$ cat config.mk
export PLATFORM = sky130hd
export DESIGN_NAME = link_tx_arbiter
export DESIGN_NICKNAME = d
export VERILOG_FILES = /design/src/rtl/link_tx_arbiter.sv
export SDC_FILE = /design/constraint.sdc
export NUM_CORES = 1
export LEC_CHECK = 0
export BUFFER_PORTS_ARGS = -buffer_cell sky130_fd_sc_hd__buf_2
export CAP_MARGIN = 20
export CORE_ASPECT_RATIO = 0.9
export CORE_MARGIN = 5
export CORE_UTILIZATION = 63
export CTS_CLUSTER_DIAMETER = 30
export CTS_CLUSTER_SIZE = 14
export DETAILED_ROUTE_END_ITERATION = 8
export PLACE_DENSITY_LB_ADDON = 0.25
export SLEW_MARGIN = 30
export SYNTH_ARGS = -nofsm -noshare
export SYNTH_HDL_FRONTEND = slang
export SYNTH_SLANG_ARGS = --single-unit
$ cat constraint.sdc
create_clock -name clk -period 6.6 [get_ports clk]
set_clock_uncertainty 0.05 [all_clocks]
set_input_delay 0.66 -clock clk [delete_from_list [all_inputs] [get_ports clk]]
set_output_delay 0.66 -clock clk [all_outputs]
set_load 0.02 [all_outputs]
$ cat src/rtl/link_tx_arbiter.sv
// Round-robin arbiter for two word sources feeding a small FIFO that drains onto the
// serial order link, MSB first, with a fixed idle gap after every frame.
module link_tx_arbiter #(
   parameter int unsigned WIDTH = 32,
   parameter int unsigned DEPTH = 4,
   parameter int unsigned GAP   = 4
) (
   input  logic                     clk,
   input  logic                     CPU_RESETN,
   input  logic                     req0_valid,
   input  logic [WIDTH-1:0]         req0_data,
   output logic                     req0_ready,
   input  logic                     req1_valid,
   input  logic [WIDTH-1:0]         req1_data,
   output logic                     req1_ready,
   output logic                     link_en_out,
   output logic                     link_data_out,
   output logic [$clog2(DEPTH):0]   fifo_count,
   output logic                     busy
);
   localparam int unsigned PW = $clog2(DEPTH);
   localparam int unsigned CW = PW + 1;
   localparam int unsigned BW = $clog2(WIDTH);
   localparam int unsigned GW = (GAP > 1) ? $clog2(GAP) : 1;

   typedef enum logic [1:0] {S_IDLE, S_SHIFT, S_GAP} state_t;

   state_t           state;
   logic [PW-1:0]    wr_ptr;
   logic [PW-1:0]    rd_ptr;
   logic [WIDTH-1:0] mem [DEPTH];
   logic [WIDTH-1:0] shift_reg;
   logic [WIDTH-1:0] head;
   logic [WIDTH-1:0] push_data;
   logic [BW-1:0]    bit_cnt;
   logic [GW-1:0]    gap_cnt;
   logic             last_grant;
   logic             space;
   logic             push;
   logic             pop;

   // A slot freed by this cycle's pop only becomes visible next cycle.
   always_comb begin
      space      = fifo_count < CW'(DEPTH);
      req0_ready = space && req0_valid && (!req1_valid || last_grant);
      req1_ready = space && req1_valid && (!req0_valid || !last_grant);
      push       = req0_ready || req1_ready;
      push_data  = req0_ready ? req0_data : req1_data;
      pop        = (state == S_IDLE) && (fifo_count != '0);
      head       = mem[rd_ptr];
   end

   assign busy = (state != S_IDLE) || (fifo_count != '0);

   // FIFO storage needs no reset; occupancy is tracked by the pointers and count.
   always_ff @(posedge clk) begin
      if (push) begin
         mem[wr_ptr] <= push_data;
      end
   end

   always_ff @(posedge clk or negedge CPU_RESETN) begin
      if (!CPU_RESETN) begin
         wr_ptr     <= '0;
         rd_ptr     <= '0;
         fifo_count <= '0;
         last_grant <= 1'b1;
      end else begin
         if (push) begin
            wr_ptr     <= wr_ptr + PW'(1);
            last_grant <= req1_ready;
         end
         if (pop) begin
            rd_ptr <= rd_ptr + PW'(1);
         end
         fifo_count <= fifo_count + CW'(push) - CW'(pop);
      end
   end

   // Frame FSM: shift_reg holds the bits still to be sent, already aligned so its MSB is next.
   always_ff @(posedge clk or negedge CPU_RESETN) begin
      if (!CPU_RESETN) begin
         state         <= S_IDLE;
         shift_reg     <= '0;
         bit_cnt       <= '0;
         gap_cnt       <= '0;
         link_en_out   <= 1'b0;
         link_data_out <= 1'b0;
      end else begin
         case (state)
            S_IDLE: begin
               link_en_out   <= 1'b0;
               link_data_out <= 1'b0;
               if (pop) begin
                  shift_reg     <= {head[WIDTH-2:0], 1'b0};
                  bit_cnt       <= '0;
                  link_en_out   <= 1'b1;
                  link_data_out <= head[WIDTH-1];
                  state         <= S_SHIFT;
               end
            end
            S_SHIFT: begin
               if (bit_cnt == BW'(WIDTH - 1)) begin
                  link_en_out   <= 1'b0;
                  link_data_out <= 1'b0;
                  gap_cnt       <= '0;
                  state         <= S_GAP;
               end else begin
                  link_data_out <= shift_reg[WIDTH-1];
                  shift_reg     <= {shift_reg[WIDTH-2:0], 1'b0};
                  bit_cnt       <= bit_cnt + BW'(1);
               end
            end
            S_GAP: begin
               link_en_out   <= 1'b0;
               link_data_out <= 1'b0;
               if (gap_cnt == GW'(GAP - 1)) begin
                  state <= S_IDLE;
               end else begin
                  gap_cnt <= gap_cnt + GW'(1);
               end
            end
            default: begin
               state         <= S_IDLE;
               link_en_out   <= 1'b0;
               link_data_out <= 1'b0;
            end
         endcase
      end
   end
endmodule

==> run_results.csv, run 1 <==
group,metric,value,unit
worst_setup_path,timing.critical_path.arrival,2.17,ns
die,core_region_area,0.0119,mm^2
global_route,overflow,0,
global_route,grtUsageMet2,37.2,%
global_route,first_global_vias,4648,
cts,max-clock-path-buffers,2,
global_route,grtUsageMet1,28.8,%
timing,max_slew_violation_count,0,
yosys,postSynthAreaPerCell,16.3,um^2
outcome,result_of_the_run,"finished, final reports clean",
cts,cts_hold_buffers,0,
yosys,synth_top_area_share,50.4,%
timing,period_needed,2.88,ns
yosys,dominant_cells_by_area_after_synthesis,"sky130_fd_sc_hd__edfxtp_1 50%, sky130_fd_sc_hd__dfrtp_1 16%, sky130_fd_sc_hd__mux4_2 9.5%",
global_route,top_usage_layer,"met2",
die,dieArea,0.0144,mm^2
worst_setup_path,reg2reg_slack,4.06,ns
worst_setup_path,cp-endpoint,"req0_ready",
placed_design,numPortBuffers,75,
die,starting_density_of_the_core,63.9,%
yosys,synthDominantAreaCellType,"sky130_fd_sc_hd__edfxtp_1",
cts,clockRootBuffer,"sky130_fd_sc_hd__clkbuf_16",
detailed_routing,firstDrtPassIters,4,
global_route,groute.usage.overall,22.2,%
cts,later_pin_clock_latency_in_the_skew_report,0.42,ns
timing,fmaxAchievable,347,MHz
timing,setup-violations-final,0,
cts,htree_levels,4,
detailed_routing,dr_vias_cell,5.93,
worst_setup_path,worstSetupStartpointType,"flip-flop",
timing,worst_tran_pin_value,0.740,ns
worst_setup_path,rr_endpoint,"shift_reg[12]",
power_and_ir_drop,power_leakage,3.22,nW
cts,cts.repair.resized,0,
worst_setup_path,worst_path_most_repeated_cell,"sky130_fd_sc_hd__inv_1",
worst_setup_path,worst-setup-path-type,"reg -> out",
final_layout,postLayoutCoreUtil,72.9,%
yosys,number_of_synthesized_register_bits,178,
final_layout,largest_reg_flops,128,
detailed_routing,num_vias,4247,
detailed_routing,route.detailed.wl_per_inst,20.3,um
timing,timing_hold_violations_final,0,
worst_setup_path,rr_startpoint,"bit_cnt[0]",
final_layout,drive_gt1_share,38.3,%
worst_setup_path,timing.critical_path.required,5.89,ns
die,vertical_extent_of_the_die,114,um
cts,cts_sinks,178,
detailed_routing,final_antenna_net_count,0,
yosys,post_synth_num_cell_types,43,
timing,final.period_utilization,43.7,%
final_layout,fin_nets,621,
yosys,netlist_area,0.00762,mm^2
die,floorplan.rows,38,
die,die_x,126,um
cts,cts_tree,"yes",
worst_setup_path,cp_max_fo,20,
global_route,pin_count_of_the_biggest_net_entering_global_routing,51,
yosys,synthMostInstantiatedCell,"sky130_fd_sc_hd__edfxtp_1",
detailed_routing,drt_first_iter_violations,332,
detailed_routing,wirelength,14500,um
die,pin_count,76,
yosys,synthArstFlopShare,28.1,%
timing,grt_setup_unrepaired,"no",
final_layout,layout-area-overhead-vs-synth,14.1,%
worst_setup_path,launch_point_of_the_worst_path,"last_grant",
yosys,most_common_library_cells_after_synthesis,"128 x sky130_fd_sc_hd__edfxtp_1, 62 x sky130_fd_sc_hd__nand2_1, 49 x sky130_fd_sc_hd__dfrtp_1",
worst_setup_path,cp_slowest_stage_delay,0.58,ns
cts,cts_inserted_buffers,17,
global_route,first_pass_grt_wire_length,24300,um
placed_design,place.detailed.hpwl,8480,um
timing,setup_total_negative_slack,0,ns
cts,setup_fix_bufs_post_cts,0,
final_layout,antenna_cells_inserted,0,
power_and_ir_drop,peakVddDrop,271,uV
worst_setup_path,critical_path.cell_chain,"inv_1, a211o_1, buf_4, inv_1, buf_2",
yosys,seq_total_area_yosys,66.9,%
yosys,postSynthCellCount,468,
worst_setup_path,ff2ff_path_depth,8,
detailed_routing,route.detailed.drc,0,
yosys,number_of_enable_flip_flop_cells_after_synthesis,128,
placed_design,globalplace.congestion,0.726,
power_and_ir_drop,powerDensity,430,mW/mm^2
yosys,ys_warn_count,0,
cts,clkSlewWorstSetupHoldPaths,0.06,ns
yosys,syn-num-nets,546,
global_route,grt.met3_usage,6.25,%
min_path,path_class_of_the_lowest_slack_min_delay_path,"in -> async",
flow_run,cap_violations,0,
worst_setup_path,endpoint_kind,"output pin",
yosys,synth_ff_type,"sky130_fd_sc_hd__edfxtp_1",
worst_setup_path,critical-path-slowest-cell,"sky130_fd_sc_hd__a211o_1",
global_route,antenna_violations_before_repair,0,
timing,maxSlewHeadroom,50.7,%
## power breakdown
group	leakage, nW	internal, mW	switching (mW)
sequential	1.77	1.57	0.141
combinational	1.18	0.486	0.558
clock	0.274	0.606	0.378
## routing by layer
layer  up-vias  wire (um)
met2       117       7360
met5         -          0
met4         0        184
met1      2179       6110
li1       1933          -
met3        18        861
## metrics by stage
stage / hold WS (ns) / setup WS (ns) / cells / power [mW] / area [um^2]
global route: 0.356 / 3.55 / 716 / 3.95 / 8700
detailed placement: 0.451 / 3.80 / 684 / 2.79 / 8130
CTS: 0.321 / 3.67 / 716 / 3.78 / 8700
floorplan: 0.314 / 4.28 / 468 / 2.50 / 7620
finish: 0.302 / 3.72 / 716 / 3.74 / 8700
global placement: 0.437 / 3.91 / 684 / 2.72 / 8120
## critical path: cells and delay by family, from the launching register on
| kind | cells | cell delay [ns] |
|---|---|---|
| flops | 1 | 0.55 |
| buf+inv | 4 | 0.62 |
| compound gates | 1 | 0.58 |
## cell families after synthesis
kind of cell / share of synthesized area (%)
buffers and inverters: 2.72
muxes: 14.3
AOI/OAI and AO/OA: 8.21
adders and majority gates: 1.74
DFF: 66.9
and+or+nand+nor: 5.45
xor gates and xnor gates: 0.690
## cell usage in the layout, fill, tap and decap left out, types with 2 or more instances in the layout
master / Yosys / layout
sky130_fd_sc_hd__o21ai_0: 3 / 3
sky130_fd_sc_hd__clkbuf_1: 13 / 9
sky130_fd_sc_hd__xnor2_1: 3 / 3
sky130_fd_sc_hd__a21oi_1: 35 / 35
sky130_fd_sc_hd__nand2_1: 62 / 62
sky130_fd_sc_hd__a31oi_2: 28 / 28
sky130_fd_sc_hd__ha_1: 9 / 9
sky130_fd_sc_hd__and2_1: 4 / 4
sky130_fd_sc_hd__buf_4: 3 / 11
sky130_fd_sc_hd__edfxtp_1: 128 / 128
sky130_fd_sc_hd__inv_1: 11 / 11
sky130_fd_sc_hd__clkbuf_16: 0 / 17
sky130_fd_sc_hd__xor2_1: 3 / 3
sky130_fd_sc_hd__a22o_1: 3 / 3
sky130_fd_sc_hd__a31oi_1: 2 / 2
sky130_fd_sc_hd__buf_2: 11 / 75
sky130_fd_sc_hd__mux2_2: 33 / 33
sky130_fd_sc_hd__nor2_1: 5 / 5
sky130_fd_sc_hd__nor4bb_1: 2 / 2
sky130_fd_sc_hd__mux4_2: 32 / 32
sky130_fd_sc_hd__bufinv_16: 0 / 3
sky130_fd_sc_hd__nand2b_1: 2 / 2
sky130_fd_sc_hd__nor3b_1: 3 / 3
sky130_fd_sc_hd__dfrtp_1: 49 / 48
## final cells by class
type / count / area (um^2)
inverters: 12 / 47.5
repair buffers: 86 / 458
clock buffers: 27 / 473
flip-flops and latches: 178 / 5100
clock inverters: 5 / 103
well taps: 160 / 200
multi-input cells: 248 / 2320
fillers: 755 / 3230
## worst min path at each step
stage	slack, ns	startpoint	endpoint	depth (start not counted)
after floorplan	0.31	CPU_RESETN	bit_cnt[0]	0
after global placement	0.44	bit_cnt[0]	bit_cnt[0]	1
after detailed placement	0.45	link_en_out	link_en_out	1
after CTS	0.32	CPU_RESETN	fifo_count[1]	2
after global routing	0.36	CPU_RESETN	fifo_count[1]	2
final	0.30	CPU_RESETN	fifo_count[1]	2
(Power assumes the default switching activity.)
==> run 2, diff against run 1 <==
--- a/config.mk
+++ b/config.mk
@@ -9,7 +9,7 @@
 export CAP_MARGIN = 20
 export CORE_ASPECT_RATIO = 0.9
 export CORE_MARGIN = 5
-export CORE_UTILIZATION = 63
+export CORE_UTILIZATION = 59
 export CTS_CLUSTER_DIAMETER = 30
 export CTS_CLUSTER_SIZE = 14
 export DETAILED_ROUTE_END_ITERATION = 8
==> constraint.sdc (replaced) <==
create_clock -name clk -period 2.7 [get_ports clk]
set_clock_uncertainty 0.05 [all_clocks]
set_input_delay 0.27 -clock clk [delete_from_list [all_inputs] [get_ports clk]]
set_output_delay 0.27 -clock clk [all_outputs]
set_load 0.02 [all_outputs]
==> run_results.csv, run 2 (same netlist as run 1, synthesis figures left out) <==
group,metric,value,unit
detailed_routing,drt_first_iter_violations,382,
die,pin_count,76,
worst_setup_path,timing.critical_path.arrival,2.68,ns
placed_design,pre_cts_slack,0.283,ns
timing,timing_hold_violations_final,0,
final_layout,postLayoutCoreUtil,69.4,%
timing,fmaxAchievable,411,MHz
min_path,min_delay_worst_endpoint,"last_grant",
detailed_routing,route.detailed.drc,0,
final_layout,layout-area-overhead-vs-synth,15.5,%
final_layout,largest_reg_flops,128,
die,floorplan.rows,39,
timing,grt_setup_unrepaired,"no",
flow_run,cap_violations,0,
power_and_ir_drop,p_seq_share,45.0,%
cts,cts_sinks,178,
power_and_ir_drop,p_comb_share,28.6,%
worst_setup_path,critical-path-slowest-cell,"sky130_fd_sc_hd__dfrtp_1",
final_layout,layout_commonest_cell,"sky130_fd_sc_hd__edfxtp_1",
cts,htree_levels,4,
global_route,overflow,0,
worst_setup_path,cp_slowest_stage_delay,0.46,ns
detailed_routing,final_antenna_net_count,0,
min_path,path_class_of_the_lowest_slack_min_delay_path,"in -> reg",
cts,cts_inserted_buffers,17,
worst_setup_path,launch_point_of_the_worst_path,"fifo_count[2]",
final_layout,antenna_cells_inserted,0,
worst_setup_path,endpoint_kind,"flip-flop",
min_path,hold_depth,3,
power_and_ir_drop,p_switching,2.70,mW
worst_setup_path,rr_startpoint,"fifo_count[2]",
timing,final.period_utilization,90.0,%
worst_setup_path,ff2ff_path_depth,8,
timing,worst_setup_slack_final,0.269,ns
global_route,pin_count_of_the_biggest_net_entering_global_routing,35,
placed_design,place.detailed.hpwl,9290,um
cts,cts_hold_buffers,1,
worst_setup_path,worst_path_most_repeated_cell,"sky130_fd_sc_hd__ha_1",
cts,clkSlewWorstSetupHoldPaths,0.06,ns
outcome,result_of_the_run,"finished, final reports clean",
worst_setup_path,cp_max_fo,8,
global_route,antenna_violations_before_repair,0,
power_and_ir_drop,peakVddDrop,698,uV
timing,setup_total_negative_slack,0,ns
die,die_x,130,um
cts,cts_tree,"yes",
cts,max-clock-path-buffers,2,
cts,cts.repair.resized,0,
placed_design,numPortBuffers,75,
die,core_region_area,0.0127,mm^2
die,dieArea,0.0153,mm^2
global_route,first_global_vias,4451,
cts,setup_fix_bufs_post_cts,0,
worst_setup_path,rr_endpoint,"fifo_count[2]",
cts,later_pin_clock_latency_in_the_skew_report,0.42,ns
timing,worst_tran_pin_value,0.623,ns
power_and_ir_drop,power.clock.fraction,26.5,%
timing,hold-worst-slack,0.100,ns
detailed_routing,dr_vias_cell,5.76,
timing,period_needed,2.43,ns
timing,maxSlewHeadroom,58.4,%
placed_design,globalplace.congestion,0.772,
detailed_routing,firstDrtPassIters,4,
detailed_routing,num_vias,4212,
timing,max_slew_violation_count,0,
worst_setup_path,worstSetupStartpointType,"flip-flop",
power_and_ir_drop,powerDensity,1050,mW/mm^2
power_and_ir_drop,power.internal,6.53,mW
die,vertical_extent_of_the_die,118,um
timing,setup-violations-final,0,
die,starting_density_of_the_core,60.1,%
cts,clockRootBuffer,"sky130_fd_sc_hd__clkbuf_16",
min_path,min_delay_startpoint,"req1_valid",
global_route,first_pass_grt_wire_length,23600,um
final_layout,fin_nets,632,
worst_setup_path,critical_path.cell_chain,"nor3_1, nor2_2, ha_1, inv_1, ha_1, fa_1, xor2_1, xnor2_1",
final_layout,final_cell_mix,"128 x sky130_fd_sc_hd__edfxtp_1, 75 x sky130_fd_sc_hd__buf_2, 62 x sky130_fd_sc_hd__nand2_1",
power_and_ir_drop,net_sw_share,29.3,%
worst_setup_path,timing.critical_path.required,2.95,ns
detailed_routing,wirelength,14200,um
global_route,groute.usage.overall,20.3,%
power_and_ir_drop,power_leakage,3.29,nW
final_layout,drive_gt1_share,40.4,%
detailed_routing,route.detailed.wl_per_inst,19.4,um
worst_setup_path,reg2reg_slack,0.27,ns
worst_setup_path,worst-setup-path-type,"reg -> reg",
==> run 2: changes by cell type in the layout (fill, tap and decap cells not counted) <==
cell	change
sky130_fd_sc_hd__buf_4	+10
sky130_fd_sc_hd__clkbuf_1	-8
sky130_fd_sc_hd__clkinv_2	+3
sky130_fd_sc_hd__clkinv_4	+3
sky130_fd_sc_hd__clkbuf_8	-1
sky130_fd_sc_hd__clkinv_1	+1
sky130_fd_sc_hd__clkinvlp_4	+1
sky130_fd_sc_hd__dlygate4sd3_1	+1
sky130_fd_sc_hd__inv_6	+1
sky130_fd_sc_hd__or4_1	+1
sky130_fd_sc_hd__or4_2	-1
==> run 2: final cells by class <==
type | instances | area (um^2)
fillers | 825 | 3880
multi-input cells | 248 | 2320
repair buffers | 97 | 543
well taps | 164 | 205
flip-flops and latches | 178 | 5100
clock inverters | 14 | 164
inverters | 12 | 47.5
clock buffers | 18 | 429
==> run 2: power groups by stage <==
stage | clock network, mW | registers (mW) | logic [mW]
6_report | 2.44 | 4.15 | 2.64
2_1_floorplan | 0 | 4.15 | 1.97
3_3_place_gp | 0 | 4.15 | 2.60
4_1_cts | 2.49 | 4.16 | 2.71
5_1_grt | 2.61 | 4.23 | 2.93
3_5_place_dp | 0 | 4.20 | 2.70
==> run 2: worst max-delay path, delay by kind of cell, from the launching register on <==
kind / cells / cell delay [ns]
adders and majority gates: 3 / 0.88
and+or+nand+nor: 2 / 0.60
DFF: 1 / 0.46
xor gates and xnor gates: 2 / 0.28
buffers and inverters: 1 / 0.04
==> run 2: worst max-delay path by stage <==
| stage | end | slack, ns | cells past startpoint |
|---|---|---|---|
| 2_1_floorplan | fifo_count[2] | 0.41 | 8 |
| 6_report | fifo_count[2] | 0.27 | 8 |
| 5_1_grt | fifo_count[2] | 0.10 | 8 |
| 3_3_place_gp | fifo_count[2] | 0.42 | 8 |
| 4_1_cts | fifo_count[2] | 0.27 | 8 |
| 3_5_place_dp | fifo_count[2] | 0.28 | 8 |
==> run 2: metal layers <==
metal / GRT usage [%] / part of all wire [%] / vias up
met2: 31.1 / 50 / 99
met1: 28.7 / 44 / 2131
met3: 4.76 / 4.7 / 19
met4: 7.60 / 1.6 / 0
li1: - / - / 1963
met5: 0 / 0 / -
==> run 2: stage by stage <==
step           total power, mW  cells  instance area (um^2)
5_1_grt                   9.76    731                  8810
2_1_floorplan             6.11    468                  7620
3_5_place_dp              6.90    698                  8200
4_1_cts                   9.36    731                  8810
6_report                  9.23    731                  8810
3_3_place_gp              6.75    698                  8200
==> run 3, diff against run 2 <==
--- a/config.mk
+++ b/config.mk
@@ -13,7 +13,7 @@
 export CTS_CLUSTER_DIAMETER = 30
 export CTS_CLUSTER_SIZE = 14
 export DETAILED_ROUTE_END_ITERATION = 8
-export PLACE_DENSITY_LB_ADDON = 0.25
+export PLACE_DENSITY_LB_ADDON = 0.2
 export SLEW_MARGIN = 30
 export SYNTH_ARGS = -nofsm -noshare
 export SYNTH_HDL_FRONTEND = slang
==> run_results.csv, run 3 (same netlist as run 1, synthesis figures left out) <==
group,metric,value,unit
cts,cts.repair.resized,0,
global_route,groute.usage.overall,20.6,%
min_path,path_class_of_the_lowest_slack_min_delay_path,"in -> reg",
global_route,pin_count_of_the_biggest_net_entering_global_routing,36,
final_layout,drive_gt1_share,40.3,%
worst_setup_path,worstSetupStartpointType,"flip-flop",
worst_setup_path,timing.critical_path.arrival,2.52,ns
worst_setup_path,timing.critical_path.required,2.95,ns
final_layout,layout_commonest_cell,"sky130_fd_sc_hd__edfxtp_1",
global_route,first_pass_grt_wire_length,23700,um
die,starting_density_of_the_core,60.1,%
timing,setup-violations-final,0,
timing,max_slew_violation_count,0,
detailed_routing,firstDrtPassIters,4,
die,core_region_area,0.0127,mm^2
global_route,overflow,0,
worst_setup_path,worst-setup-path-type,"reg -> reg",
detailed_routing,drt_first_iter_violations,306,
cts,cts_tree,"yes",
cts,cts_inserted_buffers,17,
final_layout,fin_nets,631,
timing,maxSlewHeadroom,51.1,%
detailed_routing,final_antenna_net_count,0,
detailed_routing,route.detailed.wl_per_inst,20.1,um
die,floorplan.rows,39,
worst_setup_path,endpoint_kind,"flip-flop",
timing,timing_hold_violations_final,0,
cts,clockRootBuffer,"sky130_fd_sc_hd__clkbuf_16",
detailed_routing,num_vias,4223,
die,dieArea,0.0153,mm^2
timing,setup_total_negative_slack,0,ns
global_route,antenna_violations_before_repair,0,
placed_design,globalplace.congestion,0.734,
detailed_routing,dr_vias_cell,5.78,
timing,grt_setup_unrepaired,"no",
outcome,result_of_the_run,"finished, final reports clean",
final_layout,antenna_cells_inserted,0,
final_layout,final_cell_mix,"128 x sky130_fd_sc_hd__edfxtp_1, 75 x sky130_fd_sc_hd__buf_2, 62 x sky130_fd_sc_hd__nand2_1",
flow_run,cap_violations,0,
placed_design,place.detailed.hpwl,9590,um
detailed_routing,route.detailed.drc,0,
die,die_x,130,um
die,vertical_extent_of_the_die,118,um
timing,fmaxAchievable,440,MHz
cts,max-clock-path-buffers,2,
global_route,first_global_vias,4391,
placed_design,numPortBuffers,75,
cts,later_pin_clock_latency_in_the_skew_report,0.42,ns
power_and_ir_drop,powerDensity,1050,mW/mm^2
timing,final.period_utilization,84.2,%
final_layout,layout-area-overhead-vs-synth,15.7,%
cts,clkSlewWorstSetupHoldPaths,0.06,ns
final_layout,largest_reg_flops,128,
power_and_ir_drop,power_leakage,3.30,nW
power_and_ir_drop,post-layout-total-power,9.30,mW
timing,period_needed,2.27,ns
timing,worst_tran_pin_value,0.734,ns
detailed_routing,wirelength,14600,um
worst_setup_path,cp_max_fo,8,
die,pin_count,76,
power_and_ir_drop,peakVddDrop,536,uV
cts,cts_sinks,178,
cts,htree_levels,4,
[run 3: critical path: stages (launching register included)]
cell	delay [ns]
sky130_fd_sc_hd__dfrtp_1	0.46
sky130_fd_sc_hd__nor3_1	0.39
sky130_fd_sc_hd__nor2_2	0.09
sky130_fd_sc_hd__ha_1	0.29
sky130_fd_sc_hd__inv_1	0.04
sky130_fd_sc_hd__ha_1	0.18
sky130_fd_sc_hd__fa_1	0.37
sky130_fd_sc_hd__xor2_1	0.16
sky130_fd_sc_hd__xnor2_1	0.13
[run 3: timing repair]
action                    4_1_cts  5_1_grt
setup buffers                   0        0
hold buffers                    1        0
hold endpoints to repair       14        0
[run 3: layer usage]
layer / global-route usage [%] / vias to the layer above / part of all wire (%)
li1: - / 1953 / -
met1: 29.5 / 2145 / 43
met2: 31.3 / 112 / 50
met3: 5.26 / 13 / 5.4
met4: 6.49 / 0 / 1.1
met5: 0 / - / 0
[run 3: final timing paths]
kind                               start            end  slack, ns  depth (start not counted)
min in group asynchronous     CPU_RESETN  fifo_count[2]       0.25                          2
setup / recovery           fifo_count[2]  fifo_count[2]       0.43                          8
max in group asynchronous     CPU_RESETN      rd_ptr[0]       1.56                          3
hold / removal                req1_valid     last_grant       0.08                          3
hold reg to reg               bit_cnt[0]     bit_cnt[0]       0.45                          1
setup reg to reg           fifo_count[2]  fifo_count[2]       0.43                          8
[run 3: stage by stage]
stage,instance area (um^2),utilization [%],instances,setup WS (ns),hold WS (ns)
after floorplan,7620,-,468,0.415,-0.0756
final,8820,69.5,730,0.427,0.0816
after detailed placement,8210,64.7,697,0.438,0.157
after CTS,8820,69.5,730,0.429,0.0660
after global routing,8820,69.5,730,0.295,0.135
after global placement,8210,64.7,697,0.527,0.155
[run 3: cell type report]
class	count	area [um^2]
sequential	178	5100
tap	164	205
clock inverter	13	159
inverter	12	47.5
clock buffer	19	443
fill	855	3870
multi-input combinational	248	2320
timing repair buffer	96	548
[run 3: power breakdown]
part	leakage [nW]	internal, mW	switching (mW)
clock network	0.291	1.48	0.998
logic	1.23	1.25	1.38
registers	1.77	3.84	0.354
